$ cat config.mk
export PLATFORM = sky130hd
export DESIGN_NAME = ssd_scan_mux_flat
export DESIGN_NICKNAME = d
export VERILOG_FILES = /design/src/rtl/ssd_scan_mux_pkg.sv /design/src/rtl/ssd_scan_mux_if.sv /design/src/rtl/ssd_prescaler.sv /design/src/rtl/ssd_scan_mux.sv /design/src/flat_wrapper.sv
export SDC_FILE = /design/constraint.sdc
export NUM_CORES = 1
export LEC_CHECK = 0
export BUFFER_PORTS_ARGS = -buffer_cell sky130_fd_sc_hd__buf_2
export CORE_MARGIN = 3
export CORE_UTILIZATION = 56
export DETAILED_ROUTE_END_ITERATION = 8
export GPL_ROUTABILITY_DRIVEN = 0
export GPL_TIMING_DRIVEN = 0
export MAX_ROUTING_LAYER = met4
export PLACE_DENSITY = 0.91
export SLEW_MARGIN = 10
export SYNTH_ARGS = -nofsm -noshare
export SYNTH_HDL_FRONTEND = slang
export SYNTH_SLANG_ARGS = --single-unit
$ cat constraint.sdc
create_clock -name clk -period 1.81 [get_ports clk]
set_input_delay 0 -clock clk [delete_from_list [all_inputs] [get_ports clk]]
set_output_delay 0 -clock clk [all_outputs]
set_load 0.05 [all_outputs]
$ cat src/rtl/ssd_scan_mux_pkg.sv
// Shared definitions for the seven-segment scan multiplexer: anode constant
// and the leading-zero suppression helper.
package ssd_scan_mux_pkg;

    localparam int MAX_DIGITS = 8;

    // Common-anode display: a high anode select means the digit is off.
    localparam logic [MAX_DIGITS-1:0] AN_ALL_OFF = '1;

    typedef logic [3:0] nibble_t;

    // Bit i set means digit i is a leading zero and must stay dark.
    // Digit 0 is never suppressed, so a zero word still shows a single "0".
    function automatic logic [MAX_DIGITS-1:0] lz_mask(input logic [4*MAX_DIGITS-1:0] word,
                                                      input int num_digits);
        logic [MAX_DIGITS-1:0] mask;
        logic                  all_zero;
        mask     = '0;
        all_zero = 1'b1;
        for (int i = MAX_DIGITS - 1; i >= 1; i--) begin
            if (i < num_digits) begin
                all_zero = all_zero && (word[4*i +: 4] == 4'h0);
                mask[i]  = all_zero;
            end
        end
        return mask;
    endfunction

endpackage

$ cat src/rtl/ssd_scan_mux_if.sv
// Pipeline-side and decoder-side signals of the scan multiplexer.
interface ssd_scan_mux_if #(
    parameter int NUM_DIGITS = 8
);
    logic [4*NUM_DIGITS-1:0] data_in;
    logic                    load;
    logic                    enable;
    logic [3:0]              nibble;
    logic [NUM_DIGITS-1:0]   an_n;
    logic                    blank;
    logic [2:0]              digit_idx;

    modport master (
        output data_in, load, enable,
        input  nibble, an_n, blank, digit_idx
    );

    modport slave (
        input  data_in, load, enable,
        output nibble, an_n, blank, digit_idx
    );
endinterface

$ cat src/rtl/ssd_prescaler.sv
// Terminal-count counter: counts 0..TERMINAL-1 while enabled and pulses tick
// on the wrap cycle; holds its count while disabled.
module ssd_prescaler #(
    parameter int  TERMINAL = 50000,
    localparam int CW       = (TERMINAL > 1) ? $clog2(TERMINAL) : 1
) (
    input  logic          clk,
    input  logic          rst_n,
    input  logic          enable,
    output logic          tick,
    output logic [CW-1:0] count
);

    localparam logic [CW-1:0] LAST = CW'(TERMINAL - 1);

    assign tick = enable && (count == LAST);

    always_ff @(posedge clk or negedge rst_n) begin
        if (!rst_n) begin
            count <= '0;
        end else if (enable) begin
            if (count == LAST) begin
                count <= '0;
            end else begin
                count <= count + 1'b1;
            end
        end
    end

endmodule

$ cat src/rtl/ssd_scan_mux.sv
// Time-multiplexed scanner for a common-anode seven-segment display with
// dead time between slots and optional leading-zero blanking.
module ssd_scan_mux
    import ssd_scan_mux_pkg::*;
#(
    parameter int NUM_DIGITS  = 8,
    parameter int PRESCALE    = 50000,
    parameter int DEAD_CYCLES = 16,
    parameter bit BLANK_LZ    = 1'b1
) (
    input  logic          clk,
    input  logic          rst_n,
    ssd_scan_mux_if.slave bus
);

    localparam int                    CW     = $clog2(PRESCALE);
    localparam logic [NUM_DIGITS-1:0] AN_OFF = AN_ALL_OFF[NUM_DIGITS-1:0];
    localparam logic [2:0]            LAST_IDX = 3'(NUM_DIGITS - 1);

    logic [4*NUM_DIGITS-1:0] shadow;
    logic [4*MAX_DIGITS-1:0] shadow_ext;
    logic [MAX_DIGITS-1:0]   supp_mask;
    logic [CW-1:0]           cnt;
    logic                    slot_tick;
    logic [2:0]              idx;

    logic                    blank_d;
    nibble_t                 nibble_d;
    logic [NUM_DIGITS-1:0]   an_sel;

    nibble_t                 nibble_q;
    logic [NUM_DIGITS-1:0]   an_n_q;
    logic                    blank_q;
    logic [2:0]              digit_idx_q;

    ssd_prescaler #(
        .TERMINAL (PRESCALE)
    ) u_prescaler (
        .clk    (clk),
        .rst_n  (rst_n),
        .enable (bus.enable),
        .tick   (slot_tick),
        .count  (cnt)
    );

    // The shadow register accepts loads regardless of enable.
    always_ff @(posedge clk or negedge rst_n) begin
        if (!rst_n) begin
            shadow <= '0;
        end else if (bus.load) begin
            shadow <= bus.data_in;
        end
    end

    always_ff @(posedge clk or negedge rst_n) begin
        if (!rst_n) begin
            idx <= '0;
        end else if (slot_tick) begin
            idx <= (idx == LAST_IDX) ? 3'd0 : idx + 3'd1;
        end
    end

    // Next-slot output values, taken from the pre-edge counter, index and shadow.
    always_comb begin
        shadow_ext = 32'(shadow);
        supp_mask  = BLANK_LZ ? lz_mask(shadow_ext, NUM_DIGITS) : '0;
        nibble_d   = shadow_ext[{idx, 2'b00} +: 4];
        blank_d    = !bus.enable || (cnt < CW'(DEAD_CYCLES)) || supp_mask[idx];
        an_sel     = ~(NUM_DIGITS'(1) << idx);
    end

    always_ff @(posedge clk or negedge rst_n) begin
        if (!rst_n) begin
            nibble_q    <= '0;
            an_n_q      <= AN_OFF;
            blank_q     <= 1'b1;
            digit_idx_q <= '0;
        end else begin
            nibble_q    <= nibble_d;
            an_n_q      <= blank_d ? AN_OFF : an_sel;
            blank_q     <= blank_d;
            digit_idx_q <= idx;
        end
    end

    assign bus.nibble    = nibble_q;
    assign bus.an_n      = an_n_q;
    assign bus.blank     = blank_q;
    assign bus.digit_idx = digit_idx_q;

endmodule
$ cat src/flat_wrapper.sv
// flat-port wrapper written by rule: the top's interface ports become plain ports
module ssd_scan_mux_flat import ssd_scan_mux_pkg::*;
#(
    parameter int NUM_DIGITS  = 8,
    parameter int PRESCALE    = 50000,
    parameter int DEAD_CYCLES = 16,
    parameter bit BLANK_LZ    = 1'b1
)
  (clk, rst_n, bus_data_in, bus_load, bus_enable, bus_nibble, bus_an_n, bus_blank, bus_digit_idx);
  ssd_scan_mux_if #(.NUM_DIGITS(NUM_DIGITS)) bus_i ();
  input  logic clk;
  input  logic rst_n;
  input wire logic [$bits(bus_i.data_in)-1:0] bus_data_in;
  input wire logic [$bits(bus_i.load)-1:0] bus_load;
  input wire logic [$bits(bus_i.enable)-1:0] bus_enable;
  output wire logic [$bits(bus_i.nibble)-1:0] bus_nibble;
  output wire logic [$bits(bus_i.an_n)-1:0] bus_an_n;
  output wire logic [$bits(bus_i.blank)-1:0] bus_blank;
  output wire logic [$bits(bus_i.digit_idx)-1:0] bus_digit_idx;
  assign bus_i.data_in = bus_data_in;
  assign bus_i.load = bus_load;
  assign bus_i.enable = bus_enable;
  assign bus_nibble = bus_i.nibble;
  assign bus_an_n = bus_i.an_n;
  assign bus_blank = bus_i.blank;
  assign bus_digit_idx = bus_i.digit_idx;
  ssd_scan_mux #(.NUM_DIGITS(NUM_DIGITS), .PRESCALE(PRESCALE), .DEAD_CYCLES(DEAD_CYCLES), .BLANK_LZ(BLANK_LZ)) u_core (.clk(clk), .rst_n(rst_n), .bus(bus_i));
endmodule
=== Word-level counts from Yosys, hierarchy flattened ===
Cells that the tools add are included.

* Mux-type cells: 5
* Div/mod/pow operators: 0
* Add/subtract/negate cells: 2
* Multipliers: 0
* Reductions and logical operators: 17
* Magnitude comparators: 2
* Bitwise logic cells: 1
* Eq/ne operators: 2
* Shift-type cells: 2

{| class="wikitable"
|+ Operators with widths
! kind !! number
|-
| $shiftx A32 B6 Y4 || 1
|-
| $logic_not A4 Y1 || 7
|-
| $add A16 B1 Y16 const B || 1
|-
| $eq A16 B16 Y1 const B || 1
|-
| $lt A16 B5 Y1 const B || 1
|-
| $mux W16 || 1
|-
| $mux W8 || 1
|-
| $not A8 Y8 || 1
|-
| $shl A1 B3 Y8 const A || 1
|-
| $logic_and A1 B1 Y1 || 7
|-
| $lt A3 B4 Y1 const B || 1
|-
| $add A3 B1 Y3 const B || 1
|-
| $bmux W1 S3 || 1
|-
| $eq A3 B3 Y1 const B || 1
|-
| $mux W3 || 1
|-
| $logic_or A1 B1 Y1 || 2
|-
| $logic_not A1 Y1 || 1
|-
| $mux W1 || 1
|}

* Bits in read-only memories: 0
* Memories kept: 0
* Word-level logic and storage cells: 38
* Memory bits (writable): 0
* Bits in registers: 67
* Bits in latches: 0

=== Logic depth before layout (Yosys ltp) ===
Gate-level depths: netlist of run 1.

* Depth after elaboration: 11
* Mapped depth: 5
* Gate-level depth less buffers: 4

=== Modules after synthesis ===
Synthesis of run 1 repeated with hierarchy kept, for this count alone.

* Cells, all modules: 240
* Area total of the unflattened synthesis: 3105.5 sq um

{| class="wikitable"
|+ By module, submodules not included
! module !! area each (sq um) !! cells each !! instances
|-
| ssd_scan_mux || 2303.5 || 159 || 1
|-
| ssd_prescaler || 802.0 || 81 || 1
|}

=== Worst setup path before layout of run 1 ===
No wires, ideal clock.

* Kind: register to register
* From: register u_core.shadow[26]
* To: register u_core.an_n_q[0] (netlist: u_core.bus.an_n[0])
* Library setup time: 0.082 ns
* Clock period less this slack: 1.649 ns
* Required time: 1.728 ns
* Arrival time: 1.567 ns
* Path slack: 0.161 ns
* Stages on the path, launching flop included: 5
* Cell sequence: dfrtp_1 -> or4_4 -> o31ai_2 -> o2111ai_2 -> o211ai_1

* Longest elaborated chain between the ends: 11

{| class="wikitable"
|+ Ends and longest elaborated chain
! item !! line !! source
|-
| start: declaration || ssd_scan_mux.sv:20 || <nowiki>logic [4*NUM_DIGITS-1:0] shadow;</nowiki>
|-
| start signal: assignment || ssd_scan_mux.sv:51 || <nowiki>shadow <= bus.data_in;</nowiki>
|-
| $logic_not A4 Y1 (*) || ssd_scan_mux_pkg.sv:22 || <nowiki>all_zero = all_zero && (word[4*i +: 4] == 4'h0);</nowiki>
|-
| $logic_and A1 B1 Y1 (*) || ssd_scan_mux_pkg.sv:22 ||
|-
| $logic_and A1 B1 Y1 (5 in a row) || ssd_scan_mux_pkg.sv:22 ||
|-
| $bmux W1 S3 (*) || ssd_scan_mux.sv:68 || <nowiki>blank_d = !bus.enable || (cnt < CW'(DEAD_CYCLES)) || supp_mask[idx];</nowiki>
|-
| $mux W1 (not written as such) (*) || ssd_scan_mux.sv:68 ||
|-
| $logic_or A1 B1 Y1 (*) || ssd_scan_mux.sv:68 ||
|-
| $mux W8 (*) || ssd_scan_mux.sv:80 || <nowiki>an_n_q <= blank_d ? AN_OFF : an_sel;</nowiki>
|-
| end signal: assignment || ssd_scan_mux.sv:80 ||
|-
| end: declaration || ssd_scan_mux.sv:32 || <nowiki>logic [NUM_DIGITS-1:0] an_n_q;</nowiki>
|}

Every way passes the cells marked *; elsewhere a longest branch is shown, timed or not. The select of a mux whose other input is x is not followed.
A chain may end at the register's enable or synchronous reset.

=== Worst setup path after layout of run 1 ===
* From: register u_core.shadow[25]
* To: register u_core.an_n_q[2] (netlist: u_core.bus.an_n[2])

The elaborated chain is that of the path after synthesis.

==> results.yml, run 1 <==
status:
  status: "finished, final reports clean"
clock_network:
  cts_tree: "built"
  cts-htree-levels: 3
  clk_latency_ns: 0.35
  cts_buffer_depth: 2
  cts-root-buf: "clkbuf_8"
  path_clk_slew_ns: 0.07
  clock_sinks: 67
  cts_buffers: 9
logic_synthesis:
  synth.area.top_cells: "dfrtp_1, mux2_2, dfstp_2"
  mappedNetlistNets: 277
  syn_avg_cell_area_um2: 13.1
  synth_area_leader_cell: "dfrtp_1"
  synth-edff-count: 0
  synth_top_area_share: 0.473
  synth.distinct_cells: 46
  netlist_area_um2: 3070
  ys_ff_latch: 67
  yosysWarnings: 0
  ys_seq_area_frac: 0.550
  synth_cells: 234
  synth_ff_type: "dfrtp_1"
  ys_async_sr_fraction: 1.00
global_route:
  grt_first_pass_wirelength_um: 12000
  grt_pass1_vias: 2440
  grt_max_degree: 68
  grt_antenna_before_repair: 0
  grt_usage: 0.261
  grt_overflow: 0
power:
  netSwitchingPower_mw: 0.924
  power.internal_mw: 2.44
  power_frac_seq: 0.534
  power_density_nw_per_um2: 839
  clkPwrFrac: 0.317
  pwr-share-comb: 0.149
  ir_worst_vdd_mv: 0.712
  power_leakage_nw: 1.72
  p_sw_frac: 0.275
  power.total_mw: 3.36
worst_setup_path:
  crit_fanout: 6
  crit_type: "reg2reg"
  end_kind: "flip-flop"
  worstPathRequired_ns: 2.07
  slowest_stage: "or4_4"
  slowest_delay_ns: 0.59
  arrival_ns: 2.03
  cp_cell_sequence: "or4_4 -> o31ai_4 -> o2111ai_4 -> o211ai_1"
  startpoint_type: "flip-flop"
drt:
  routed_via_density: 5.67
  drtPass1Iterations: 5
  drc: 0
  vias: 2324
  wl_per_cell_um: 18.1
  postRouteAntennaNets: 0
  wl_um: 7410
  drt-initial-drc-count: 128
sta:
  max_freq_mhz: 564
  finalClockSkew_ns: 0.0164
  fin_crit_ns: 1.77
  hold_slack_ns: 0.0679
  worstMarginPinSlew_ns: 0.799
  slew_violations: 0
  setup-violations-final: 0
  layout_setup_ws_ns: 0.0380
  min_period_over_period: 0.979
  max_slew_margin: 0.467
  hold_viol: 0
  rsz0062_at_grt: "yes"
die:
  rows: 26
  die-area_um2: 6410
  io_pins: 52
  die_w_um: 80.0
  die_y_um: 80.0
  initial_core_util: 0.590
  core_um2: 5200
finish:
  syn_to_final_growth_pct: 30.4
  drive_gt1_frac: 0.376
  final_common_cell: "dfrtp_1"
  n_antenna_cell: 0
  fillCellCount: 323
  final_cell_mix: "dfrtp_1, buf_2, dlygate4sd3_1"
  final_nets: 378
placement:
  dp_slack_ns: 0.00318
  dpl.hpwl_um: 4420
  port_buffers: 49
flow_run:
  drv_cap: 0
worst_hold_path:
  min-delay-path-class: "in2reg"
[worst paths after layout]
path,startpoint,slack (ns),cells after the start,to
min in group asynchronous,rst_n,0.28,2,u_core.u_prescaler.count[12]
worst max register to register,u_core.shadow[25],0.04,4,u_core.bus.an_n[2]
max in group asynchronous,rst_n,1.00,2,u_core.shadow[21]
worst max-delay path,u_core.shadow[25],0.04,4,u_core.bus.an_n[2]
worst min-delay path,bus_load,0.07,2,u_core.shadow[13]
worst min register to register,u_core.idx[1],0.45,0,u_core.bus.digit_idx[1]
[through the flow]
step,TNS [ns],instance area [µm²],util,instances
3_5_place_dp,0,3410,0.654,353
3_3_place_gp,0,3400,0.654,353
5_1_grt,-0.298,4010,0.769,410
2_1_floorplan,0,3070,-,234
4_1_cts,0,3910,0.750,403
6_report,0,4010,0.769,410
[metal layers]
metal / wire length, µm / share of wire / track usage
met3: 340 / 0.046 / 0.0666
met5: 0 / 0 / -
met4: 171 / 0.023 / 0.125
met2: 3920 / 0.53 / 0.436
met1: 2980 / 0.40 / 0.292
[state kept, by name (all words and copies together), names as in the netlist]
register                  cells
u_core.bus.blank              1
u_core.bus.nibble             4
u_core.shadow                32
u_core.u_prescaler.count     16
u_core.bus.an_n               8
u_core.bus.digit_idx          3
u_core.idx                    3
[area by class of cell]
cell class | count | area, µm² | share of cell area
clock buffers | 16 | 160 | 0.0400
inverters | 9 | 48.8 | 0.0122
multi-input cells | 151 | 1340 | 0.336
repair buffers | 90 | 641 | 0.160
plain buffers | 7 | 36.3 | 0.00906
flip-flops and latches | 67 | 1690 | 0.421
well taps | 70 | 87.6 | 0.0219
[critical path: cells and delay by family, from the launching register on]
family | cells | cell delay (ns)
AND/OR/NAND/NOR | 1 | 0.59
AO/OA/AOI/OAI | 3 | 0.69
flip-flops | 1 | 0.40
[power by group through the flow]
stage	Clock, mW	Sequential, mW	Combinational (mW)
final	1.07	1.79	0.500
after global placement	0	1.80	0.384
after global routing	1.15	1.81	0.547
after floorplan	0	1.81	0.242
after CTS	1.08	1.78	0.470
after detailed placement	0	1.81	0.410
[cell families after synthesis]
kind of cell    after synthesis  synth area share
compound gates               25            0.0566
simple gates                 68             0.129
fa+ha+maj                     7            0.0285
mux                          42             0.183
flops                        67             0.550
xor+xnor                      9            0.0257
buf+inv                      16            0.0277
[synth_stat cells (2+ instances only)]
library cell / number
nand4_1: 8
mux2_1: 5
and3_1: 3
xnor2_1: 3
and2_2: 2
inv_1: 7
or3_1: 2
nor4_2: 2
nor3_1: 5
nand3_1: 5
ha_1: 7
nor4_1: 3
mux2i_1: 2
and4_1: 2
o211ai_1: 7
nand2_1: 18
buf_2: 2
nor2_1: 4
a21oi_1: 5
mux2_2: 27
mux4_2: 8
xor2_1: 6
dfstp_2: 9
dfrtp_1: 58
buf_1: 3
o21ai_0: 3
or4_1: 4
o21ai_1: 4
nand2b_1: 3
[repair_timing]
item	in CTS	in global routing
buffers inserted	0	7
pin swaps	1	9
gates resized for setup	1	8
hold endpoints to repair	92	0
hold buffers	34	0
setup endpoints to repair	3	12
Note: power is estimated with default switching activity, not from simulation.
==> inputs of run 2 (changes only) <==
- REMOVE_ABC_BUFFERS: not set -> 1
==> run 2 against run 1 <==
Net effect:
- clock power is 13% higher
- sequential cell count did not move
- non-clock buffer count is 3 higher
- sequential power about the same
- largest power group unchanged
==> results.yml, run 2 (synthesis gave the netlist of run 1 again) <==
finish:
  drive_gt1_frac: 0.417
  final_common_cell: "dfrtp_1"
  final_nets: 381
  final_cell_mix: "dfrtp_1, buf_2, dlygate4sd3_1"
  largest_reg_flops: 32
  final_cells: 413
  n_antenna_cell: 0
  syn_to_final_growth_pct: 33.2
  postLayoutCellArea_um2: 4090
  top_register: "u_core.shadow"
  final-seq-area_um2: 1690
  multi_input_comb_area_um2: 1350
  fillCellCount: 300
placement:
  dp_cells: 348
  dpl.hpwl_um: 4160
  port_buffers: 51
  dp_slack_ns: -0.147
  place_area_um2: 3380
die:
  die_y_um: 80.0
  rows: 26
  core_um2: 5200
  die-area_um2: 6410
  io_pins: 52
  initial_core_util: 0.590
  die_w_um: 80.0
global_route:
  grt_overflow: 0
  grt_usage: 0.251
  grt_max_degree: 68
  grt_first_pass_wirelength_um: 11600
  grt_antenna_before_repair: 0
  grt_pass1_vias: 2341
sta:
  rsz0062_at_grt: "yes"
  fin_crit_ns: 1.81
  max_slew_margin: 0.457
  min_period_over_period: 0.998
  layout_setup_ws_ns: 0.00339
  max_freq_mhz: 554
  worstMarginPinSlew_ns: 0.815
  setup-violations-final: 0
  hold_viol: 0
  slew_violations: 0
  finalClockSkew_ns: 0.00848
worst_setup_path:
  r2r_cells: 4
  crit_fanout: 6
  rrSetupSlack_ns: 0.003
  crit_type: "reg2reg"
  r2r-end: "u_core.bus.an_n[2]"
  reg2reg_from: "u_core.shadow[25]"
  crit_start: "u_core.shadow[25]"
  arrival_ns: 2.06
  worstPathRequired_ns: 2.07
  end_kind: "flip-flop"
  startpoint_type: "flip-flop"
clock_network:
  cts-root-buf: "clkbuf_8"
  cts-htree-levels: 3
  clock_sinks: 67
  cts_tree: "built"
  cts_buffer_depth: 2
  cts_buffers: 9
  clk_latency_ns: 0.35
  path_clk_slew_ns: 0.07
drt:
  wl_um: 7430
  drt-initial-drc-count: 140
  postRouteAntennaNets: 0
  vias: 2381
  routed_via_density: 5.77
  drc: 0
  drtPass1Iterations: 5
  wl_per_cell_um: 18.0
power:
  p_sw_frac: 0.273
  power.internal_mw: 2.54
  ir_worst_vdd_mv: 0.759
  power_density_nw_per_um2: 856
  pwr-share-comb: 0.142
  clkPwrFrac: 0.345
  netSwitchingPower_mw: 0.957
  power_leakage_nw: 1.76
  power_frac_seq: 0.514
status:
  status: "finished, final reports clean"
flow_run:
  drv_cap: 0
worst_hold_path:
  min-delay-path-class: "in2async"
-- run 2: cell types whose count changed in the layout (fill, tap and decap cells not counted), moves of 2 or more --
cell        before  now
clkbuf_1         7    0
buf_1            3    0
clkinvlp_4       0    2
clkbuf_8        10   13
buf_4            8   16
dfrtp_1         58   56
-- run 2: critical path: stages (launching register included) --
cell	delay [ns]
dfrtp_1	0.40
or4_4	0.60
o31ai_4	0.28
o2111ai_4	0.19
o211ai_1	0.25
-- run 2: repair_timing --
action                                 4_1_cts  5_1_grt
pin swaps                                    3        9
endpoints found under the hold margin       93        0
hold buffers                                34        0
resized for setup                            2       11
setup endpoints to repair                    7       13
buffers inserted                             0       15
-- run 2: worst max path at each step --
stage	end	slack (ns)
finish	u_core.bus.an_n[2]	0.003
global route	u_core.bus.an_n[0]	-0.09
CTS	u_core.bus.an_n[7]	0.0003
detailed placement	u_core.bus.an_n[7]	-0.15
global placement	u_core.idx[0]	-0.08
floorplan	u_core.idx[0]	0.09
-- run 2: layout make-up --
type	instances	area share
Sequential cell	67	0.414
Multi-Input combinational cell	151	0.330
Timing Repair Buffer	100	0.174
Clock buffer	13	0.0438
Tap cell	70	0.0214
Inverter	9	0.0119
Clock inverter	3	0.00490
-- run 2: power groups by stage --
| stage | combinational (mW) | sequential [mW] | clock (mW) |
|---|---|---|---|
| 2_1_floorplan | 0.228 | 1.81 | 0 |
| 3_3_place_gp | 0.383 | 1.80 | 0 |
| 3_5_place_dp | 0.398 | 1.81 | 0 |
| 4_1_cts | 0.458 | 1.78 | 1.22 |
| 5_1_grt | 0.548 | 1.81 | 1.29 |
| 6_report | 0.495 | 1.80 | 1.21 |
-- run 2: metrics by stage --
stage,setup TNS (ns),hold slack (ns),util,power [mW]
after floorplan,0,-0.296,-,2.04
after global routing,-0.274,0.353,0.786,3.66
final,0,0.275,0.786,3.50
after global placement,-0.286,0.216,0.649,2.18
after CTS,0,0.308,0.753,3.46
after detailed placement,-0.844,0.135,0.649,2.21
-- run 2: per-layer routing --
metal	wire length (µm)	vias to the layer above	GRT usage
met5	0	-	-
met4	203	0	0.130
met3	422	20	0.0418
met2	3860	87	0.408
met1	2940	1192	0.301
li1	-	1082	-
